[config.mk]
export PLATFORM = sky130hd
export DESIGN_NAME = lcd_spi_link
export DESIGN_NICKNAME = d
export VERILOG_FILES = /design/src/rtl/lcd_pkg.sv /design/src/rtl/lcd_spi_shifter.sv /design/src/rtl/lcd_spi_link.sv
export SDC_FILE = /design/constraint.sdc
export NUM_CORES = 1
export LEC_CHECK = 0
export ABC_AREA = 1
export ABC_CLOCK_PERIOD_IN_PS = 3700
export CORE_MARGIN = 2
export CORE_UTILIZATION = 65
export CTS_BUF_LIST = sky130_fd_sc_hd__clkbuf_8
export CTS_CLUSTER_DIAMETER = 50
export DETAILED_ROUTE_END_ITERATION = 16
export PLACE_DENSITY = 0.95
export SYNTH_ARGS = -nofsm -noshare
export SYNTH_HDL_FRONTEND = slang
export SYNTH_HIERARCHICAL = 1
export SYNTH_SLANG_ARGS = --single-unit
[constraint.sdc]
create_clock -name SYSTEM_CLK -period 3.7 [get_ports SYSTEM_CLK]
set_clock_uncertainty 0.1 [all_clocks]
set_input_delay 0.74 -clock SYSTEM_CLK [delete_from_list [all_inputs] [get_ports SYSTEM_CLK]]
set_output_delay 0.74 -clock SYSTEM_CLK [all_outputs]
set_load 0.05 [all_outputs]
[src/rtl/lcd_pkg.sv]
// Shared FSM state encoding and cycle-count helpers for the LCD SPI link.
package lcd_pkg;

  // Link controller states; the encoding is also visible on the debug port.
  typedef enum logic [2:0] {
    RST_LOW   = 3'd0,
    BOOT_WAIT = 3'd1,
    IDLE      = 3'd2,
    SHIFT     = 3'd3,
    HOLD      = 3'd4,
    GAP       = 3'd5
  } lcd_state_e;

  // Microsecond delay expressed in system clock cycles.
  function automatic int unsigned us_to_cycles(input int unsigned mhz, input int unsigned us);
    return mhz * us;
  endfunction

  // Terminal counter value for an n-cycle delay; a zero delay still spends one cycle.
  function automatic int unsigned last_index(input int unsigned n);
    return (n == 0) ? 0 : n - 1;
  endfunction

  // Largest of three counts, never below 1 so counter widths stay positive.
  function automatic int unsigned max3(input int unsigned a, input int unsigned b,
                                       input int unsigned c);
    int unsigned m;
    m = 1;
    if (a > m) m = a;
    if (b > m) m = b;
    if (c > m) m = c;
    return m;
  endfunction

endpackage

[src/rtl/lcd_spi_shifter.sv]
// Mode-0 MSB-first word shifter: owns the shift register and the LCD_CLK phase timing.
module lcd_spi_shifter #(
  parameter int unsigned SCLK_DIV  = 2,
  parameter int unsigned WORD_BITS = 8
) (
  input  logic                 clk_i,
  input  logic                 rst_ni,
  input  logic                 start_i,
  input  logic [WORD_BITS-1:0] data_i,
  output logic                 sclk_o,
  output logic                 mosi_o,
  output logic                 done_o,
  output logic                 last_bit_o
);

  localparam int unsigned DIV_W = (SCLK_DIV > 1) ? $clog2(SCLK_DIV) : 1;
  localparam int unsigned BIT_W = $clog2(WORD_BITS);
  localparam logic [DIV_W-1:0] DIV_LAST = DIV_W'(SCLK_DIV - 1);
  localparam logic [BIT_W-1:0] BIT_LAST = BIT_W'(WORD_BITS - 1);

  logic                 busy_q, busy_d;
  logic                 phase_q, phase_d;   // 0 = low half-period, 1 = high half-period
  logic [DIV_W-1:0]     div_q, div_d;
  logic [BIT_W-1:0]     bit_q, bit_d;
  logic [WORD_BITS-1:0] shreg_q, shreg_d;
  logic                 phase_end;

  assign phase_end  = busy_q && (div_q == DIV_LAST);
  assign last_bit_o = (bit_q == BIT_LAST);
  // done marks the final cycle of a bit's high phase.
  assign done_o     = phase_end && phase_q;
  assign sclk_o     = phase_q;
  assign mosi_o     = shreg_q[WORD_BITS-1];

  // Phase/bit sequencing; data shifts only when the clock falls into the next bit.
  always_comb begin
    busy_d  = busy_q;
    phase_d = phase_q;
    div_d   = div_q;
    bit_d   = bit_q;
    shreg_d = shreg_q;
    if (start_i) begin
      busy_d  = 1'b1;
      phase_d = 1'b0;
      div_d   = '0;
      bit_d   = '0;
      shreg_d = data_i;
    end else if (busy_q) begin
      if (phase_end) begin
        div_d = '0;
        if (!phase_q) begin
          phase_d = 1'b1;
        end else if (last_bit_o) begin
          busy_d  = 1'b0;
          phase_d = 1'b0;
        end else begin
          phase_d = 1'b0;
          bit_d   = bit_q + 1'b1;
          shreg_d = {shreg_q[WORD_BITS-2:0], 1'b0};
        end
      end else begin
        div_d = div_q + 1'b1;
      end
    end
  end

  // Shifter state registers, cleared asynchronously so LCD_CLK and MOSI drop at once.
  always_ff @(posedge clk_i or negedge rst_ni) begin
    if (!rst_ni) begin
      busy_q  <= 1'b0;
      phase_q <= 1'b0;
      div_q   <= '0;
      bit_q   <= '0;
      shreg_q <= '0;
    end else begin
      busy_q  <= busy_d;
      phase_q <= phase_d;
      div_q   <= div_d;
      bit_q   <= bit_d;
      shreg_q <= shreg_d;
    end
  end

endmodule

[src/rtl/lcd_spi_link.sv]
// LCD panel link: panel reset/boot sequencing plus framed SPI word transmission.
//
// Handshake: a word transfers on a rising edge where TX_VALID=1 and TX_READY=1.
// TX_READY is high only in IDLE or HOLD while REINIT is low; it never depends
// on TX_VALID. TX_DATA/TX_DC/TX_LAST are sampled on that same edge.
module lcd_spi_link
  import lcd_pkg::*;
#(
  parameter int unsigned CLOCK_SPEED_MHZ = 12,
  parameter int unsigned SCLK_DIV        = 2,
  parameter int unsigned WORD_BITS       = 8,
  parameter int unsigned RESET_US        = 10000,
  parameter int unsigned BOOT_US         = 120000,
  parameter int unsigned CS_GAP          = 2
) (
  input  logic                 SYSTEM_CLK,
  input  logic                 RST_N,
  input  logic                 REINIT,
  input  logic                 TX_VALID,
  output logic                 TX_READY,
  input  logic [WORD_BITS-1:0] TX_DATA,
  input  logic                 TX_DC,
  input  logic                 TX_LAST,
  output logic                 INIT_DONE,
  output logic                 CS,
  output logic                 MOSI,
  output logic                 DC,
  output logic                 LCD_CLK,
  output logic                 RESET,
  output logic [2:0]           STATE_DBG
);

  localparam int unsigned RST_CYC  = us_to_cycles(CLOCK_SPEED_MHZ, RESET_US);
  localparam int unsigned BOOT_CYC = us_to_cycles(CLOCK_SPEED_MHZ, BOOT_US);
  localparam int unsigned GAP_CYC  = CS_GAP * SCLK_DIV;
  localparam int unsigned CNT_W    = $clog2(max3(RST_CYC, BOOT_CYC, GAP_CYC) + 1);
  localparam logic [CNT_W-1:0] RST_LAST  = CNT_W'(last_index(RST_CYC));
  localparam logic [CNT_W-1:0] BOOT_LAST = CNT_W'(last_index(BOOT_CYC));
  localparam logic [CNT_W-1:0] GAP_LAST  = CNT_W'(last_index(GAP_CYC));

  lcd_state_e       state_q, state_d;
  logic [CNT_W-1:0] cnt_q, cnt_d;
  logic             dc_q, dc_d;
  logic             last_q, last_d;
  logic             init_q, init_d;
  logic             sh_start, sh_done, sh_last;

  lcd_spi_shifter #(
    .SCLK_DIV  (SCLK_DIV),
    .WORD_BITS (WORD_BITS)
  ) u_shifter (
    .clk_i      (SYSTEM_CLK),
    .rst_ni     (RST_N),
    .start_i    (sh_start),
    .data_i     (TX_DATA),
    .sclk_o     (LCD_CLK),
    .mosi_o     (MOSI),
    .done_o     (sh_done),
    .last_bit_o (sh_last)
  );

  assign TX_READY  = ((state_q == IDLE) || (state_q == HOLD)) && !REINIT;
  assign CS        = !((state_q == SHIFT) || (state_q == HOLD));
  assign RESET     = (state_q != RST_LOW);
  assign DC        = dc_q;
  assign INIT_DONE = init_q;
  assign STATE_DBG = state_q;

  // Next-state logic: delay counting, word acceptance and frame termination.
  always_comb begin
    state_d  = state_q;
    cnt_d    = cnt_q;
    dc_d     = dc_q;
    last_d   = last_q;
    init_d   = init_q;
    sh_start = 1'b0;
    case (state_q)
      RST_LOW: begin
        if (cnt_q == RST_LAST) begin
          state_d = BOOT_WAIT;
          cnt_d   = '0;
        end else begin
          cnt_d = cnt_q + 1'b1;
        end
      end
      BOOT_WAIT: begin
        if (cnt_q == BOOT_LAST) begin
          state_d = IDLE;
          cnt_d   = '0;
          init_d  = 1'b1;
        end else begin
          cnt_d = cnt_q + 1'b1;
        end
      end
      IDLE, HOLD: begin
        // REINIT outranks a pending word.
        if (REINIT) begin
          state_d = RST_LOW;
          cnt_d   = '0;
          init_d  = 1'b0;
        end else if (TX_VALID) begin
          state_d  = SHIFT;
          sh_start = 1'b1;
          dc_d     = TX_DC;
          last_d   = TX_LAST;
        end
      end
      SHIFT: begin
        if (sh_done && sh_last) begin
          state_d = last_q ? GAP : HOLD;
          cnt_d   = '0;
        end
      end
      GAP: begin
        if (cnt_q == GAP_LAST) begin
          state_d = IDLE;
          cnt_d   = '0;
        end else begin
          cnt_d = cnt_q + 1'b1;
        end
      end
      default: begin
        state_d = RST_LOW;
        cnt_d   = '0;
      end
    endcase
  end

  // Controller registers; reset restarts the panel reset sequence.
  always_ff @(posedge SYSTEM_CLK or negedge RST_N) begin
    if (!RST_N) begin
      state_q <= RST_LOW;
      cnt_q   <= '0;
      dc_q    <= 1'b0;
      last_q  <= 1'b0;
      init_q  <= 1'b0;
    end else begin
      state_q <= state_d;
      cnt_q   <= cnt_d;
      dc_q    <= dc_d;
      last_q  <= last_d;
      init_q  <= init_d;
    end
  end

endmodule

Word level (Yosys, flattened, before mapping)

Cells that the tools add are included.

Flip-flop bits (word level): 41
Word-level logic and storage cells: 93

Add/sub/neg operators: 3
Equality and inequality tests: 16
Muxes and demuxes: 42
Bitwise gates (word level): 1
Reductions and logical operators: 21

Operators with widths:

| cell                  | number |
|---|---|
| $mux 21               | 5 |
| $pmux 21 s5           | 1 |
| $mux 8                | 5 |
| $mux 3                | 11 |
| $add 21x1->21 const B | 1 |
| $eq 21x17->1 const B  | 1 |
| $eq 21x2->1 const B   | 1 |
| $eq 21x21->1 const B  | 1 |
| $mux 1                | 18 |
| $pmux 3 s5            | 1 |
| $ne 2x2->1 const B    | 5 |
| $eq 3x3->1 const B    | 3 |
| $reduce_bool 2->1     | 4 |
| $eq 3x2->1 const B    | 2 |
| $reduce_and 3->1      | 2 |
| $reduce_and 5->1      | 1 |
| $logic_and 1x1->1     | 4 |
| $reduce_and 2->1      | 2 |
| $reduce_and 4->1      | 1 |
| $add 3x1->3 const B   | 1 |
| $eq 3x1->1 const B    | 1 |
| $logic_not 3->1       | 1 |
| $ne 3x3->1 const B    | 1 |
| $reduce_bool 3->1     | 1 |
| 7 further kinds       | 9 |

Depth between registers and ports, before layout

Depth in word-level cells: 6
Depth in mapped cells: 13
Mapped depth without buffers: 12

Cells and area by module

The synthesis kept the hierarchy.

By module, submodules not included:

| module          | instances | cells each | area an instance (µm²) | seq. area each (µm²) |
|---|---|---|---|---|
| lcd_spi_link    | 1         | 290        | 2008.2                 | 675.6 |
| lcd_spi_shifter | 1         | 92         | 739.5                  | 350.3 |

Worst setup path before layout

No wires, ideal clock.

Path kind: register to output
Start: reg state_q[2] (netlist: STATE_DBG[2])
End: out CS
Data arrival time: 1.851 ns
Required time: 2.860 ns
Slack: 1.009 ns
Cell stages (with the launch flop): 5
Buffers on the path: 0
Path through: dfrtp_1 > inv_2 > nand3_2 > inv_1 > a21oi_1

Word-level cells in the longest chain between the ends: 3

Ends and longest elaborated chain:

| element                                  | RTL line            | text |
|---|---|---|
| start: declaration                       | lcd_spi_link.sv:41  | `lcd_state_e state_q, state_d;` |
| start signal: assignment                 | lcd_spi_link.sv:138 | `state_q <= state_d;` |
| $eq 3x2->1 or $eq 3x3->1 (tied branches) | lcd_spi_link.sv:63  | `assign CS = !((state_q == SHIFT) \|\| (state_q == HOLD));` |
| $logic_or 1x1->1 (*)                     | lcd_spi_link.sv:63  |  |
| $logic_not 1->1 (*)                      | lcd_spi_link.sv:63  |  |
| end: declaration                         | lcd_spi_link.sv:25  | `output logic CS,` |

Mark *: on every way between the ends. The rest lies on a longest branch, timed or not.

Worst setup path in the final report

Start: in REINIT
End: out TX_READY

Word-level cells in the longest chain between the ends: 2

Ends and longest elaborated chain:

| element            | RTL line           | text |
|---|---|---|
| start: declaration | lcd_spi_link.sv:18 | `input logic REINIT,` |
| $logic_not 1->1    | lcd_spi_link.sv:62 | `assign TX_READY = ((state_q == IDLE) \|\| (state_q == HOLD)) && !REINIT;` |
| $logic_and 1x1->1  | lcd_spi_link.sv:62 |  |
| end: declaration   | lcd_spi_link.sv:20 | `output logic TX_READY,` |

No other way between the ends.

==> metrics.md <==
| Metric | Value |
|---|---|
| GRT overflow | `0` |
| DRT iter0 DRCs | `276` |
| Setup violators final | `0` |
| Resized cells post-CTS | `0` |
| Largest net degree at the start of global routing | `42` |
| Post-layout net count | `421` |
| Slew HR | `39.2%` |
| Reg2Reg Setup Slack | `1.33 ns` |
| Crit-path max cell delay | `0.80 ns` |
| Post-Syn Area | `2750 um2` |
| Root Buffer | `clkbuf_8` |
| Power Density | `255 nW/um2` |
| Reg clk slew, reported paths | `0.09 ns` |
| Drt drc | `0` |
| Clock Sinks | `41` |
| Seq/Total Area, Yosys | `37.3%` |
| Slew @ Worst Pin | `0.912 ns` |
| Crit Path Max Fanout | `4` |
| Routed length per placed instance | `14.5 um` |
| Crit path DAT | `2.29 ns` |
| FP Rows | `23` |
| First-pass GRT wire length | `11100 um` |
| P_leak | `1.48 nW` |
| Startpoint type of the worst setup path | `input port` |
| P&R area growth vs syn | `11.9%` |
| Die width | `69.0 um` |
| Starting Density | `68.2%` |
| Final Hold Fails | `0` |
| Yosys warns | `6` |
| Vias | `2701` |
| Hold buffers post-CTS | `0` |
| Setup bufs post-CTS | `0` |
| Critical path's top delay family | `buffers and inverters` |
| Syn nets | `399` |
| Netlist cell types | `33` |
| DRT Wirelength | `6600 um` |
| Max Cap Violations | `0` |
| Critical path's slowest cell | `clkdlybuf4s50_1` |
| Antenna violations before repair | `0` |
| Fin. max-slew vios | `0` |
| Finished Cell Area | `3070 um2` |
| DP HPWL | `4850 um` |
| RSZ-0062 raised after global routing | `no` |
| Post-synthesis register bit count | `41` |
| Die area | `4760 um2` |
| DRT Pass-1 Iters | `5` |
| Crit-path cells | `clkdlybuf4s50_1 > inv_1 > nand2_4 > inv_1 > clkdlybuf4s50_1` |
| GPL Wtd Cong | `0.969` |
| Vias in the first global route | `2443` |
| Final Cycle Share | `84.6%` |
| CP Class | `in2out` |
| Worst-Skew Late Latency | `0.30 ns` |
| Run status | `completed` |
| Endpoint type of the worst setup path | `output port` |
| Mapped Cells | `382` |
| Chip height | `69.0 um` |
| Post-route ant nets | `0` |
| Max Buffers Root-to-Sink | `2` |
| Clock period minus worst slack | `3.13 ns` |
| WP data required | `2.86 ns` |
| FMAX | `319 MHz` |
| Final TNS setup | `0 ns` |
| # H-tree levels | `2` |
| # IOs | `24` |
| Total core area | `4030 um2` |
| DR vias/cell | `5.94` |
| N_diodes | `0` |
| Hold crit path type | `reg2reg` |
| CP Buf/Inv Count | `4` |
| Layout cells sized above 1 | `12.1%` |
| Hold WS | `0.397 ns` |
| Buffers added on ports | `23` |
| Number of buffers created by CTS | `5` |
| Placed instance area | `2980 um2` |
| Syn Area/Cell | `7.19 um2` |
| CTS tree | `yes` |
| Max VDD drop | `277 uV` |
| Gr usage total | `28.5%` |
## area by class of cell
type,instances,area (um2)
multi-input cells,299,1530
flip-flops and latches,41,1030
fillers,305,955
repair buffers,23,225
inverters,34,130
clock buffers,6,82.6
well taps,50,62.6
clock inverters,2,13.8
## cells by family after synthesis
| family | after synthesis | synth area share (%) |
|---|---|---|
| and+or+nand+nor | 268 | 46.9 |
| xor gates and xnor gates | 12 | 3.83 |
| AOI/OAI and AO/OA | 16 | 3.78 |
| DFF | 41 | 37.3 |
| adders and majority gates | 3 | 1.37 |
| buffers and inverters | 42 | 6.83 |
## cells in the mapped netlist, drive strengths merged
cell type / instances / share of area [%]
a21oi: 4 / 0.87
buf: 8 / 2.1
clkinv: 1 / 0.14
dfrtp: 41 / 37
ha: 3 / 1.4
inv: 33 / 4.6
nand2: 127 / 19
nand3: 56 / 11
nand4: 16 / 3.6
nor2: 63 / 11
nor3: 4 / 0.73
o211ai: 1 / 0.27
o21ai: 10 / 2.0
o21bai: 1 / 0.68
or2: 2 / 0.55
xnor2: 4 / 1.3
xor2: 8 / 2.6
## flip-flops by register name (all words and copies together) (netlist names)
name / flops
DC: 1
u_shifter/busy_q: 1
u_shifter/shreg_q: 8
INIT_DONE: 1
u_shifter/div_q: 1
u_shifter/bit_q: 3
cnt_q: 21
last_q: 1
STATE_DBG: 3
u_shifter/sclk_o: 1
## where the power goes
| part | total [mW] | internal (mW) | switching (mW) | leakage, nW |
|---|---|---|---|---|
| registers | 0.448 | 0.448 | 0 | 0.474 |
| logic | 0.0226 | 0.0115 | 0.0111 | 0.956 |
| clock network | 0.314 | 0.151 | 0.163 | 0.0512 |
## per-layer routing
metal / vias up / routed length [um] / global-route usage [%]
met5: - / 0 / 0
met3: 24 / 467 / 6.14
met2: 154 / 3120 / 45.2
met4: 0 / 144 / 9.59
met1: 1254 / 2860 / 38.7
li1: 1269 / - / -
## worst reg2reg max path, stage by stage (launching register included)
cell	delay, ns
dfrtp_1	0.45
nor2_1	0.23
nand2_1	0.10
o21ai_2	0.12
nand2_4	0.12
inv_1	0.09
nand2_1	0.08
inv_1	0.33
inv_2	0.27
nand2_2	0.24
nand3_1	0.10
nand2_1	0.07
## final timing paths
| path | from | depth (start not counted) | endpoint |
|---|---|---|---|
| max in group asynchronous | RST_N | 1 | u_shifter/shreg_q[2]$_DFFE_PN0P_ |
| min in group asynchronous | RST_N | 1 | cnt_q[14]$_DFFE_PN0P_ |
| max reg2reg | STATE_DBG[1]$_DFFE_PN0P_ | 11 | u_shifter/shreg_q[2]$_DFFE_PN0P_ |
| max | REINIT | 5 | TX_READY |
| min | DC$_DFFE_PN0P_ | 2 | DC$_DFFE_PN0P_ |
| min reg2reg | DC$_DFFE_PN0P_ | 2 | DC$_DFFE_PN0P_ |
## stage by stage
step | power, mW | std cells | util (%) | setup slack (ns)
floorplan | 0.457 | 382 | - | 1.01
global placement | 0.479 | 447 | 73.9 | 0.614
detailed placement | 0.480 | 447 | 73.9 | 0.572
CTS | 0.786 | 455 | 76.3 | 0.567
global route | 0.810 | 455 | 76.3 | 0.506
finish | 0.784 | 455 | 76.3 | 0.570
## cell usage in the layout, fill, tap and decap left out
master	netlist	routed
clkinv_1	1	1
nand3_1	52	52
o21ai_2	1	1
nor2_2	8	8
or2_2	1	1
o21ai_0	5	5
nor2_4	3	3
xnor2_1	4	4
a21oi_1	3	3
inv_1	26	26
nand4_1	16	16
clkinv_4	0	1
o211ai_1	1	1
nand3_2	3	3
inv_4	1	1
nor2_1	50	50
inv_2	6	6
nand2_1	116	116
or2_4	1	1
nand2_8	1	1
buf_2	4	1
o21bai_4	1	1
xor2_1	8	8
ha_1	3	3
nand3_4	1	1
o21ai_1	4	4
nand2_4	3	3
clkinv_2	0	1
nor3_1	4	4
clkbuf_8	0	6
a21oi_2	1	1
nand2_2	7	7
dfrtp_1	41	41
clkdlybuf4s50_1	0	22
nor2_8	2	2
Power figures use the tool's default switching activity.
